==> src/rtl/soc_bram_dma_pkg.sv <==
// Shared SoC definitions for the BRAM DMA engine: FSM encoding and
// byte-lane write-mask constants (mask is active-low).
package soc_bram_dma_pkg;

    typedef enum logic [2:0] {
        IDLE,
        RD,
        WR,
        FILL,
        FIN
    } dma_state_t;

    localparam logic [3:0] WMSK_ALL  = 4'h0;
    localparam logic [3:0] WMSK_NONE = 4'hF;

endpackage

==> src/rtl/soc_bram_dma.sv <==
// Single-port BRAM DMA engine: forward word copy (alternating RD/WR cycles)
// or pattern fill (one write per cycle), with a one-cycle done pulse.
module soc_bram_dma
    import soc_bram_dma_pkg::*;
#(
    parameter int AW = 8
) (
    input  logic          clk,
    input  logic          rst_n,
    input  logic          cmd_valid,
    output logic          cmd_ready,
    input  logic          cmd_fill,
    input  logic [AW-1:0] cmd_src,
    input  logic [AW-1:0] cmd_dst,
    input  logic [AW:0]   cmd_len,
    input  logic [31:0]   cmd_pattern,
    output logic          busy,
    output logic          done,
    output logic [AW-1:0] bram_addr,
    input  logic [31:0]   bram_rdata,
    output logic [31:0]   bram_wdata,
    output logic [3:0]    bram_wmsk,
    output logic          bram_we
);

    localparam logic [AW-1:0] PTR_ONE = {{(AW-1){1'b0}}, 1'b1};
    localparam logic [AW:0]   CNT_ONE = {{AW{1'b0}}, 1'b1};

    dma_state_t    state;
    dma_state_t    next_state;
    logic [AW-1:0] src_ptr;
    logic [AW-1:0] dst_ptr;
    logic [AW:0]   count;
    logic [31:0]   pattern;
    logic          accept;
    logic          last;

    assign accept = (state == IDLE) && cmd_valid;
    // count holds words still to write, including the one being written now
    assign last   = (count == CNT_ONE);

    always_comb begin
        next_state = state;
        case (state)
            IDLE: begin
                if (accept) begin
                    if (cmd_len == '0) begin
                        next_state = FIN;
                    end else if (cmd_fill) begin
                        next_state = FILL;
                    end else begin
                        next_state = RD;
                    end
                end
            end
            RD:      next_state = WR;
            WR:      next_state = last ? FIN : RD;
            FILL:    next_state = last ? FIN : FILL;
            FIN:     next_state = IDLE;
            default: next_state = IDLE;
        endcase
    end

    always_ff @(posedge clk or negedge rst_n) begin
        if (!rst_n) begin
            state   <= IDLE;
            src_ptr <= '0;
            dst_ptr <= '0;
            count   <= '0;
            pattern <= '0;
        end else begin
            state <= next_state;
            case (state)
                IDLE: begin
                    if (accept) begin
                        src_ptr <= cmd_src;
                        dst_ptr <= cmd_dst;
                        count   <= cmd_len;
                        pattern <= cmd_pattern;
                    end
                end
                RD: src_ptr <= src_ptr + PTR_ONE;
                WR, FILL: begin
                    dst_ptr <= dst_ptr + PTR_ONE;
                    count   <= count - CNT_ONE;
                end
                default: ;
            endcase
        end
    end

    // Outputs decode registered state only, so reset forces them without a clock
    always_comb begin
        cmd_ready  = 1'b0;
        busy       = 1'b0;
        done       = 1'b0;
        bram_addr  = '0;
        bram_we    = 1'b0;
        bram_wmsk  = WMSK_NONE;
        bram_wdata = '0;
        case (state)
            IDLE: cmd_ready = 1'b1;
            RD: begin
                busy      = 1'b1;
                bram_addr = src_ptr;
            end
            WR: begin
                busy       = 1'b1;
                bram_addr  = dst_ptr;
                bram_we    = 1'b1;
                bram_wmsk  = WMSK_ALL;
                bram_wdata = bram_rdata;
            end
            FILL: begin
                busy       = 1'b1;
                bram_addr  = dst_ptr;
                bram_we    = 1'b1;
                bram_wmsk  = WMSK_ALL;
                bram_wdata = pattern;
            end
            FIN: begin
                busy = 1'b1;
                done = 1'b1;
            end
            default: ;
        endcase
    end

endmodule

==> config.mk <==
export PLATFORM = sky130hd
export DESIGN_NAME = soc_bram_dma
export DESIGN_NICKNAME = d
export VERILOG_FILES = /design/src/rtl/soc_bram_dma_pkg.sv /design/src/rtl/soc_bram_dma.sv
export SDC_FILE = /design/constraint.sdc
export NUM_CORES = 1
export LEC_CHECK = 0
export ABC_AREA = 0
export CORE_UTILIZATION = 47
export CTS_CLUSTER_DIAMETER = 50
export DETAILED_ROUTE_END_ITERATION = 7
export PLACE_DENSITY = 0.87
export SYNTH_ARGS = -nofsm -noshare
export SYNTH_HDL_FRONTEND = slang
export SYNTH_SLANG_ARGS = --single-unit
==> constraint.sdc <==
create_clock -name clk -period 5 [get_ports clk]
set_clock_uncertainty 0.1 [all_clocks]
set_input_delay 1.25 -clock clk [delete_from_list [all_inputs] [get_ports clk]]
set_output_delay 1.25 -clock clk [all_outputs]
set_load 0.02 [all_outputs]
==> report_table.html, run 1 <==
<table>
<tr><th>Metric</th><th>Value</th></tr>
<tr><th colspan="2">Clock network</th></tr>
<tr><td>Setup bufs post-CTS</td><td>0</td></tr>
<tr><td>Clock Latency Late Sink</td><td>roughly 330 ps</td></tr>
<tr><td>TritonCTS clock tree</td><td>done</td></tr>
<tr><td>Post-CTS clock slew at the launch and capture registers of the worst setup and hold paths</td><td>approximately 60 ps</td></tr>
<tr><td>H-Tree Depth</td><td>3</td></tr>
<tr><td>Max Buffers Root-to-Sink</td><td>2</td></tr>
<tr><td>Resized cells post-CTS</td><td>0</td></tr>
<tr><td>Number of buffers created by CTS</td><td>9</td></tr>
<tr><td>Hold-fix buffers at CTS</td><td>0</td></tr>
<tr><td>Number of clock sinks</td><td>60</td></tr>
<tr><td>Cell chosen for the clock root</td><td>sky130_fd_sc_hd__clkbuf_8</td></tr>
<tr><th colspan="2">Setup path</th></tr>
<tr><td>Maximum fanout along the worst path</td><td>46</td></tr>
<tr><td>Setup slack of the worst register-to-register path</td><td>between 2000 and 2500 ps</td></tr>
<tr><td>Worst Setup SP</td><td>state[2]</td></tr>
<tr><td>Capture instance of the worst register-to-register path</td><td>count[8]</td></tr>
<tr><td>Launch instance of the worst register-to-register path</td><td>state[0]</td></tr>
<tr><td>Required arrival time at the worst endpoint</td><td>approximately 3700 ps</td></tr>
<tr><td>Crit start category</td><td>flop</td></tr>
<tr><td>Setup CP Type</td><td>flop to primary output</td></tr>
<tr><td>Worst EP arrival</td><td>2650 ps</td></tr>
<tr><td>CP max stage cell</td><td>sky130_fd_sc_hd__clkdlybuf4s50_1</td></tr>
<tr><td>Number of cell instances on the worst register-to-register path</td><td>5</td></tr>
<tr><td>Capture point of the worst path</td><td>bram_wmsk[3]</td></tr>
<tr><td>Crit path largest cell delay</td><td>roughly 750 ps</td></tr>
<tr><td>Setup crit end kind</td><td>primary output</td></tr>
<tr><td>Cells traversed along the worst timing path</td><td>and2b_1, buf_4, inv_2, clkdlybuf4s50_1</td></tr>
<tr><th colspan="2">Floorplan</th></tr>
<tr><td>Row count</td><td>30</td></tr>
<tr><td>Starting Density</td><td>0.495</td></tr>
<tr><td>Horizontal die dimension</td><td>87.0 um</td></tr>
<tr><td>Die extent in y</td><td>slightly below 90 um</td></tr>
<tr><td>Area enclosed by the die boundary</td><td>7570 sq um</td></tr>
<tr><td>Core box area</td><td>around 7000 sq um</td></tr>
<tr><td>I/O pin count</td><td>between 100 and 150</td></tr>
<tr><th colspan="2">Layout</th></tr>
<tr><td>Area added between synthesis and finish</td><td>46.5%</td></tr>
<tr><td>Layout cells sized above 1</td><td>0.0665</td></tr>
<tr><td>Number of inserted diodes</td><td>0</td></tr>
<tr><td>Top library cells by usage in the layout, fill and taps aside</td><td>139 x sky130_fd_sc_hd__clkdlybuf4s50_1, 124 x sky130_fd_sc_hd__nand2_1, 59 x sky130_fd_sc_hd__dfrtp_1, 43 x sky130_fd_sc_hd__nor2_1, 33 x sky130_fd_sc_hd__mux2i_1</td></tr>
<tr><td>Total of fill cells in the finished design</td><td>between 500 and 600</td></tr>
<tr><td>Commonest non-fill, non-tap cell in the layout</td><td>sky130_fd_sc_hd__clkdlybuf4s50_1</td></tr>
<tr><td>Final net count</td><td>approximately 620</td></tr>
<tr><th colspan="2">Yosys</th></tr>
<tr><td>Fraction of post-synthesis cell area in the top cell type by area</td><td>0.442</td></tr>
<tr><td>Count of mapped cells out of synthesis</td><td>393</td></tr>
<tr><td>Per-instance average area after synthesis</td><td>a little under 9 sq um</td></tr>
<tr><td>Sequential fraction of the synthesis area</td><td>0.442</td></tr>
<tr><td>Cell type contributing the most total cell area after synthesis</td><td>sky130_fd_sc_hd__dfrtp_1</td></tr>
<tr><td>Ys async rst share</td><td>1.00</td></tr>
<tr><td>Number of flops mapped to enable cells by yosys</td><td>0</td></tr>
<tr><td>Share of the synthesized area in compound gates (AO/OA/AOI/OAI)</td><td>0.115</td></tr>
<tr><td>Synthesized cell area</td><td>3400 sq um</td></tr>
<tr><td>Cells taking the most area after synthesis</td><td>sky130_fd_sc_hd__dfrtp_1 44%, sky130_fd_sc_hd__nand2_1 14%, sky130_fd_sc_hd__mux2i_1 9.7%</td></tr>
<tr><td>Top_reg_cell synth</td><td>sky130_fd_sc_hd__dfrtp_1</td></tr>
<tr><td>Synth cell types</td><td>roughly 50</td></tr>
<tr><td>Largest family of logic cells by synthesized area</td><td>simple AND/OR/NAND/NOR gates</td></tr>
<tr><td>Multiplexer share of the synthesized area</td><td>0.0972</td></tr>
<tr><td>Nets in the synthesized netlist</td><td>490</td></tr>
<tr><td>Xor and xnor fraction of the mapped netlist area</td><td>0</td></tr>
<tr><td>Adder and majority cell fraction of the synthesized area</td><td>0.0147</td></tr>
<tr><td>FF+latch count, synth</td><td>60</td></tr>
<tr><td>Yosys warns</td><td>0</td></tr>
<tr><td>Synthesized-area fraction occupied by and/or/nand/nor cells</td><td>0.272</td></tr>
<tr><th colspan="2">Drt</th></tr>
<tr><td>Initial detailed-routing violation count</td><td>approximately 190</td></tr>
<tr><td>Total detailed-routing wirelength</td><td>roughly 9.4 mm</td></tr>
<tr><td>Detailed-route vias per instance</td><td>5.29</td></tr>
<tr><td>Via count</td><td>about 3300</td></tr>
<tr><td>Number of detailed-routing iterations run before antenna repair</td><td>5</td></tr>
<tr><td>Detail-routed net length per standard cell</td><td>15.2 um</td></tr>
<tr><td>Drt drc</td><td>0</td></tr>
<tr><td>Number of nets with antenna violations after detailed routing</td><td>0</td></tr>
<tr><th colspan="2">Timing</th></tr>
<tr><td>Maximum clock frequency</td><td>250 MHz</td></tr>
<tr><td>Unrepaired setup endpoints after global routing</td><td>false</td></tr>
<tr><td>Final hold vios</td><td>0</td></tr>
<tr><td>Final worst slack</td><td>~1000 ps</td></tr>
<tr><td>Slew of the pin with the lowest slew margin</td><td>923 ps</td></tr>
<tr><td>Final setup viols</td><td>0</td></tr>
<tr><td>Period utilization</td><td>0.800</td></tr>
<tr><td>Number of pins exceeding their max-slew limit in the final report</td><td>0</td></tr>
<tr><td>Max-Slew Margin vs Limit</td><td>0.382</td></tr>
<tr><td>Minimum clock period after layout</td><td>roughly 4000 ps</td></tr>
<tr><td>Setup TNS</td><td>0 ps</td></tr>
<tr><th colspan="2">Pwr</th></tr>
<tr><td>Sequential fraction of design power</td><td>0.294</td></tr>
<tr><td>Maximum vdd ir drop</td><td>0.387 mV</td></tr>
<tr><td>Portion of total power attributed to combinational logic</td><td>0.565</td></tr>
<tr><td>Sw frac</td><td>0.423</td></tr>
<tr><td>Clock network fraction of total power</td><td>0.141</td></tr>
<tr><td>Switching power summed over all nets</td><td>~1300 uW</td></tr>
<tr><td>Internal cell power</td><td>between 1500 and 2000 uW</td></tr>
<tr><td>Total power divided by cell area</td><td>626 nW/um^2</td></tr>
<tr><td>Leak pwr</td><td>0.00231 uW</td></tr>
<tr><th colspan="2">Hold path</th></tr>
<tr><td>Cells on Worst Hold Path</td><td>2</td></tr>
<tr><td>Min-Delay Path Class</td><td>flop to flop</td></tr>
<tr><th colspan="2">GRT</th></tr>
<tr><td>First-pass GRT wire length</td><td>15.1 mm</td></tr>
<tr><td>Via count of the first global-routing pass</td><td>approximately 3300</td></tr>
<tr><td>GR Util All Layers</td><td>0.257</td></tr>
<tr><td>Overall overflow remaining after global route</td><td>0</td></tr>
<tr><td>Initial antenna violation count</td><td>0</td></tr>
<tr><td>Pin count of the biggest net entering global routing</td><td>47</td></tr>
<tr><th colspan="2">Place</th></tr>
<tr><td>Half-perimeter wire length after placement</td><td>between 6 and 7 mm</td></tr>
<tr><td>Global placer's final weighted congestion</td><td>~0.89</td></tr>
<tr><td>Number of buffers inserted by port buffering</td><td>140</td></tr>
<tr><td>DP Worst Slack</td><td>roughly 1100 ps</td></tr>
<tr><th colspan="2">Status</th></tr>
<tr><td>Outcome</td><td>completed</td></tr>
<tr><th colspan="2">Job</th></tr>
<tr><td>Max-cap violation count</td><td>0</td></tr>
</table>
-- logic make-up (layout without fill, tap and decap cells) --
family          after synthesis  after routing
simple gates                210            210
flops                        60             60
compound gates               52             52
buf+inv                      34            167
mux                          33             33
fa+ha+maj                     4              4
-- critical path: cells and delay by family (launching register included) --
family                 cells  cell delay [ps]
AND/OR/NAND/NOR            1              220
buffers and inverters      3             1550
flip-flops                 1              540
-- worst min path at each step --
stage | start | end | slack, ps
finish | pattern[0] | pattern[0] | 380
global route | pattern[6] | pattern[6] | 400
CTS | pattern[26] | pattern[26] | 380
detailed placement | pattern[26] | pattern[26] | 360
global placement | pattern[6] | pattern[6] | 360
floorplan | pattern[10] | pattern[10] | 340
-- area by class of cell --
class                   instances  area, sq um  share of cell area
multi-input cells             299         1700               0.341
well taps                      96          120              0.0241
flip-flops and latches         60         1500               0.302
repair buffers                145         1430               0.288
clock inverters                 5         50.0              0.0101
clock buffers                  11          151              0.0304
inverters                       6         22.5             0.00453
-- power groups by stage --
stage | Sequential, uW | Combinational, uW | Clock, uW
finish | 916 | 1760 | 438
global route | 939 | 1910 | 470
CTS | 910 | 1770 | 442
detailed placement | 912 | 1760 | 0
global placement | 903 | 1720 | 0
floorplan | 843 | 1130 | 0
-- state kept, by name, summed over array words and instances, names as in the netlist --
register	cells
count	9
dst_ptr	8
pattern	32
src_ptr	8
state	3
-- routing by layer --
metal,vias to the layer above,part of all wire,global-route usage
met2,117,0.52,0.451
met5,-,0,0
li1,1600,-,-
met3,14,0.051,0.0417
met4,0,0.019,0.108
met1,1557,0.41,0.313
-- synthesized netlist by cell type, types with 2 or more instances --
| cell type | n |
|---|---|
| sky130_fd_sc_hd__buf_1 | 2 |
| sky130_fd_sc_hd__o311ai_1 | 2 |
| sky130_fd_sc_hd__or3_1 | 3 |
| sky130_fd_sc_hd__and4_1 | 2 |
| sky130_fd_sc_hd__o21ai_1 | 2 |
| sky130_fd_sc_hd__nand2b_1 | 2 |
| sky130_fd_sc_hd__buf_4 | 6 |
| sky130_fd_sc_hd__a311oi_2 | 2 |
| sky130_fd_sc_hd__o221a_1 | 2 |
| sky130_fd_sc_hd__nand2_1 | 124 |
| sky130_fd_sc_hd__a221o_1 | 2 |
| sky130_fd_sc_hd__o21ai_0 | 4 |
| sky130_fd_sc_hd__dfrtp_1 | 60 |
| sky130_fd_sc_hd__o22ai_1 | 5 |
| sky130_fd_sc_hd__buf_6 | 5 |
| sky130_fd_sc_hd__ha_1 | 4 |
| sky130_fd_sc_hd__nor4_1 | 3 |
| sky130_fd_sc_hd__nor2_1 | 43 |
| sky130_fd_sc_hd__a21oi_2 | 2 |
| sky130_fd_sc_hd__o211ai_1 | 8 |
| sky130_fd_sc_hd__o21a_1 | 2 |
| sky130_fd_sc_hd__mux2i_1 | 33 |
| sky130_fd_sc_hd__nand3_1 | 12 |
| sky130_fd_sc_hd__inv_1 | 5 |
| sky130_fd_sc_hd__nor3_1 | 7 |
| sky130_fd_sc_hd__clkbuf_1 | 5 |
| sky130_fd_sc_hd__buf_2 | 10 |
| sky130_fd_sc_hd__nor3b_1 | 3 |
| sky130_fd_sc_hd__a21oi_1 | 8 |
| sky130_fd_sc_hd__a22o_1 | 4 |
| sky130_fd_sc_hd__nand4_1 | 3 |
-- per-stage QoR --
step           total power (uW)  std cells  cell area (sq um)   util  hold slack [ps]
2_1_floorplan              1970        393               3400      -              344
3_3_place_gp               2620        606               4770  0.695              358
3_5_place_dp               2670        606               4770  0.695              363
4_1_cts                    3120        622               4980  0.724              378
5_1_grt                    3320        622               4980  0.724              402
6_report                   3110        622               4980  0.724              377
Power figures use the tool's default switching activity.
==> inputs of run 2 (changes only) <==
--- a/config.mk
+++ b/config.mk
@@ -6,10 +6,10 @@
 export NUM_CORES = 1
 export LEC_CHECK = 0
 export ABC_AREA = 0
-export CORE_UTILIZATION = 47
+export CORE_UTILIZATION = 43
 export CTS_CLUSTER_DIAMETER = 50
 export DETAILED_ROUTE_END_ITERATION = 7
-export PLACE_DENSITY = 0.87
+export PLACE_DENSITY = 0.8
 export SYNTH_ARGS = -nofsm -noshare
 export SYNTH_HDL_FRONTEND = slang
 export SYNTH_SLANG_ARGS = --single-unit
==> constraint.sdc (replaced) <==
create_clock -name clk -period 4 [get_ports clk]
set_clock_uncertainty 0.1 [all_clocks]
set_input_delay 1 -clock clk [delete_from_list [all_inputs] [get_ports clk]]
set_output_delay 1 -clock clk [all_outputs]
set_load 0.02 [all_outputs]
==> run 2 against run 1 <==
Against the previous run: sequential power rose by 24%; critical path type unchanged; clock-buffer cell count rose by 4; worst hold slack got worse by 2.0 ps; design area rose by 0.20%; largest power group unchanged; total power rose by 23%; global-route usage fell by 2.8 points.
==> report_table.html, run 2 (same netlist as run 1, synthesis figures left out) <==
<table>
<tr><th>Metric</th><th>Value</th></tr>
<tr><th colspan="2">Timing</th></tr>
<tr><td>Minimum clock period after layout</td><td>between 3000 and 4000 ps</td></tr>
<tr><td>Final hold vios</td><td>0</td></tr>
<tr><td>Maximum clock frequency</td><td>289 MHz</td></tr>
<tr><td>Max-Slew Margin vs Limit</td><td>0.554</td></tr>
<tr><td>Slew of the pin with the lowest slew margin</td><td>668 ps</td></tr>
<tr><td>Final worst slack</td><td>536 ps</td></tr>
<tr><td>Period utilization</td><td>0.866</td></tr>
<tr><td>Unrepaired setup endpoints after global routing</td><td>false</td></tr>
<tr><td>Setup TNS</td><td>0 ps</td></tr>
<tr><td>Final setup viols</td><td>0</td></tr>
<tr><td>Number of pins exceeding their max-slew limit in the final report</td><td>0</td></tr>
<tr><th colspan="2">Setup path</th></tr>
<tr><td>Crit start category</td><td>flop</td></tr>
<tr><td>Setup crit end kind</td><td>primary output</td></tr>
<tr><td>Maximum fanout along the worst path</td><td>just over 40</td></tr>
<tr><td>Setup slack of the worst register-to-register path</td><td>about 1500 ps</td></tr>
<tr><td>Setup CP Type</td><td>flop to primary output</td></tr>
<tr><td>Worst EP arrival</td><td>approximately 2400 ps</td></tr>
<tr><td>Required arrival time at the worst endpoint</td><td>approximately 2900 ps</td></tr>
<tr><th colspan="2">GRT</th></tr>
<tr><td>First-pass GRT wire length</td><td>15.1 mm</td></tr>
<tr><td>Via count of the first global-routing pass</td><td>~3300</td></tr>
<tr><td>Pin count of the biggest net entering global routing</td><td>42</td></tr>
<tr><td>Initial antenna violation count</td><td>0</td></tr>
<tr><td>GR Util All Layers</td><td>0.229</td></tr>
<tr><td>Overall overflow remaining after global route</td><td>0</td></tr>
<tr><th colspan="2">Floorplan</th></tr>
<tr><td>Horizontal die dimension</td><td>roughly 90 um</td></tr>
<tr><td>Starting Density</td><td>0.442</td></tr>
<tr><td>I/O pin count</td><td>141</td></tr>
<tr><td>Area enclosed by the die boundary</td><td>between 8000 and 9000 sq um</td></tr>
<tr><td>Die extent in y</td><td>between 90 and 100 um</td></tr>
<tr><td>Row count</td><td>32</td></tr>
<tr><td>Core box area</td><td>just under 8000 sq um</td></tr>
<tr><th colspan="2">Drt</th></tr>
<tr><td>Drt drc</td><td>0</td></tr>
<tr><td>Initial detailed-routing violation count</td><td>between 150 and 200</td></tr>
<tr><td>Detail-routed net length per standard cell</td><td>between 10 and 15 um</td></tr>
<tr><td>Total detailed-routing wirelength</td><td>9.11 mm</td></tr>
<tr><td>Via count</td><td>between 3000 and 4000</td></tr>
<tr><td>Detailed-route vias per instance</td><td>approximately 5.2</td></tr>
<tr><td>Number of nets with antenna violations after detailed routing</td><td>0</td></tr>
<tr><td>Number of detailed-routing iterations run before antenna repair</td><td>4</td></tr>
<tr><th colspan="2">Place</th></tr>
<tr><td>Post-DP Area</td><td>4800 sq um</td></tr>
<tr><td>DP Worst Slack</td><td>583 ps</td></tr>
<tr><td>Global placer's final weighted congestion</td><td>~0.83</td></tr>
<tr><td>Half-perimeter wire length after placement</td><td>roughly 6.6 mm</td></tr>
<tr><td>Number of buffers inserted by port buffering</td><td>140</td></tr>
<tr><th colspan="2">Layout</th></tr>
<tr><td>Layout cells sized above 1</td><td>0.0662</td></tr>
<tr><td>Largest registers in the final layout</td><td>pattern: 32 flops, count: 9 flops</td></tr>
<tr><td>Final net count</td><td>621</td></tr>
<tr><td>Most flops, register</td><td>pattern</td></tr>
<tr><td>Largest register FFs</td><td>32</td></tr>
<tr><td>Commonest non-fill, non-tap cell in the layout</td><td>sky130_fd_sc_hd__clkdlybuf4s50_1</td></tr>
<tr><td>Area added between synthesis and finish</td><td>46.8%</td></tr>
<tr><td>Area of the multi-input gates</td><td>between 1500 and 2000 sq um</td></tr>
<tr><td>Top library cells by usage in the layout, fill and taps aside</td><td>139 x sky130_fd_sc_hd__clkdlybuf4s50_1, 124 x sky130_fd_sc_hd__nand2_1, 59 x sky130_fd_sc_hd__dfrtp_1, 43 x sky130_fd_sc_hd__nor2_1, 33 x sky130_fd_sc_hd__mux2i_1</td></tr>
<tr><td>Summed area of non-filler cells in the final layout</td><td>around 5000 sq um</td></tr>
<tr><td>Sequential cell area</td><td>1500 sq um</td></tr>
<tr><td>Number of inserted diodes</td><td>0</td></tr>
<tr><td>Total of fill cells in the finished design</td><td>between 600 and 700</td></tr>
<tr><th colspan="2">Job</th></tr>
<tr><td>Max-cap violation count</td><td>0</td></tr>
<tr><th colspan="2">Clock network</th></tr>
<tr><td>Clock Latency Late Sink</td><td>around 320 ps</td></tr>
<tr><td>Hold-fix buffers at CTS</td><td>0</td></tr>
<tr><td>Resized cells post-CTS</td><td>0</td></tr>
<tr><td>TritonCTS clock tree</td><td>done</td></tr>
<tr><td>Cell chosen for the clock root</td><td>sky130_fd_sc_hd__clkbuf_8</td></tr>
<tr><td>H-Tree Depth</td><td>3</td></tr>
<tr><td>Max Buffers Root-to-Sink</td><td>2</td></tr>
<tr><td>Number of buffers created by CTS</td><td>9</td></tr>
<tr><td>Setup bufs post-CTS</td><td>0</td></tr>
<tr><td>Post-CTS clock slew at the launch and capture registers of the worst setup and hold paths</td><td>about 70 ps</td></tr>
<tr><td>Number of clock sinks</td><td>60</td></tr>
<tr><th colspan="2">Status</th></tr>
<tr><td>Outcome</td><td>completed</td></tr>
<tr><th colspan="2">Pwr</th></tr>
<tr><td>Maximum vdd ir drop</td><td>around 0.44 mV</td></tr>
<tr><td>Leak pwr</td><td>0.00231 uW</td></tr>
<tr><td>Total power divided by cell area</td><td>770 nW/um^2</td></tr>
<tr><th colspan="2">Hold path</th></tr>
<tr><td>Min-Delay Path Class</td><td>flop to flop</td></tr>
</table>
run 2: cell type report:
type                            count  share of cell area
Tap cell                          102              0.0256
Timing Repair Buffer              148               0.292
Sequential cell                    60               0.301
Clock inverter                      1             0.00100
Clock buffer                       15              0.0354
Multi-Input combinational cell    299               0.340
Inverter                            6             0.00452
run 2: report_power, final:
group	internal [uW]	leakage [uW]	switching, uW	total [uW]
Combinational	1050	0.00150	1150	2200
Sequential	893	0.000718	251	1140
Clock	276	0.0000937	220	496
run 2: per-layer routing:
metal | up-vias | track usage | routed length [um]
met5 | - | 0 | 0
met4 | 0 | 0.0873 | 154
met3 | 14 | 0.0581 | 658
met2 | 129 | 0.388 | 4350
met1 | 1546 | 0.280 | 3950
li1 | 1607 | - | -
run 2: final timing paths:
path                                  start            to  cells past startpoint
worst min-delay path            pattern[10]   pattern[10]                      2
min in group asynchronous             rst_n    dst_ptr[3]                      1
worst max register to register     state[0]   pattern[29]                      5
worst max-delay path               state[2]  bram_addr[6]                      4
max in group asynchronous             rst_n      state[0]                      2
worst min register to register  pattern[10]   pattern[10]                      2
run 2: through the flow:
step                std cells  utilization  total power, uW  hold WS (ps)
floorplan                 393            -             2470           344
global placement          615        0.625             3300           361
detailed placement        615        0.625             3350           363
CTS                       631        0.649             3870           380
global route              631        0.649             4110           398
finish                    631        0.649             3840           375
run 2: worst max-delay path, cell delays in order (launching register included):
cell and delay, ps:
sky130_fd_sc_hd__dfrtp_1 530, sky130_fd_sc_hd__and2b_1 250, sky130_fd_sc_hd__inv_2 490, sky130_fd_sc_hd__o21ai_0 190
sky130_fd_sc_hd__clkdlybuf4s50_1 570
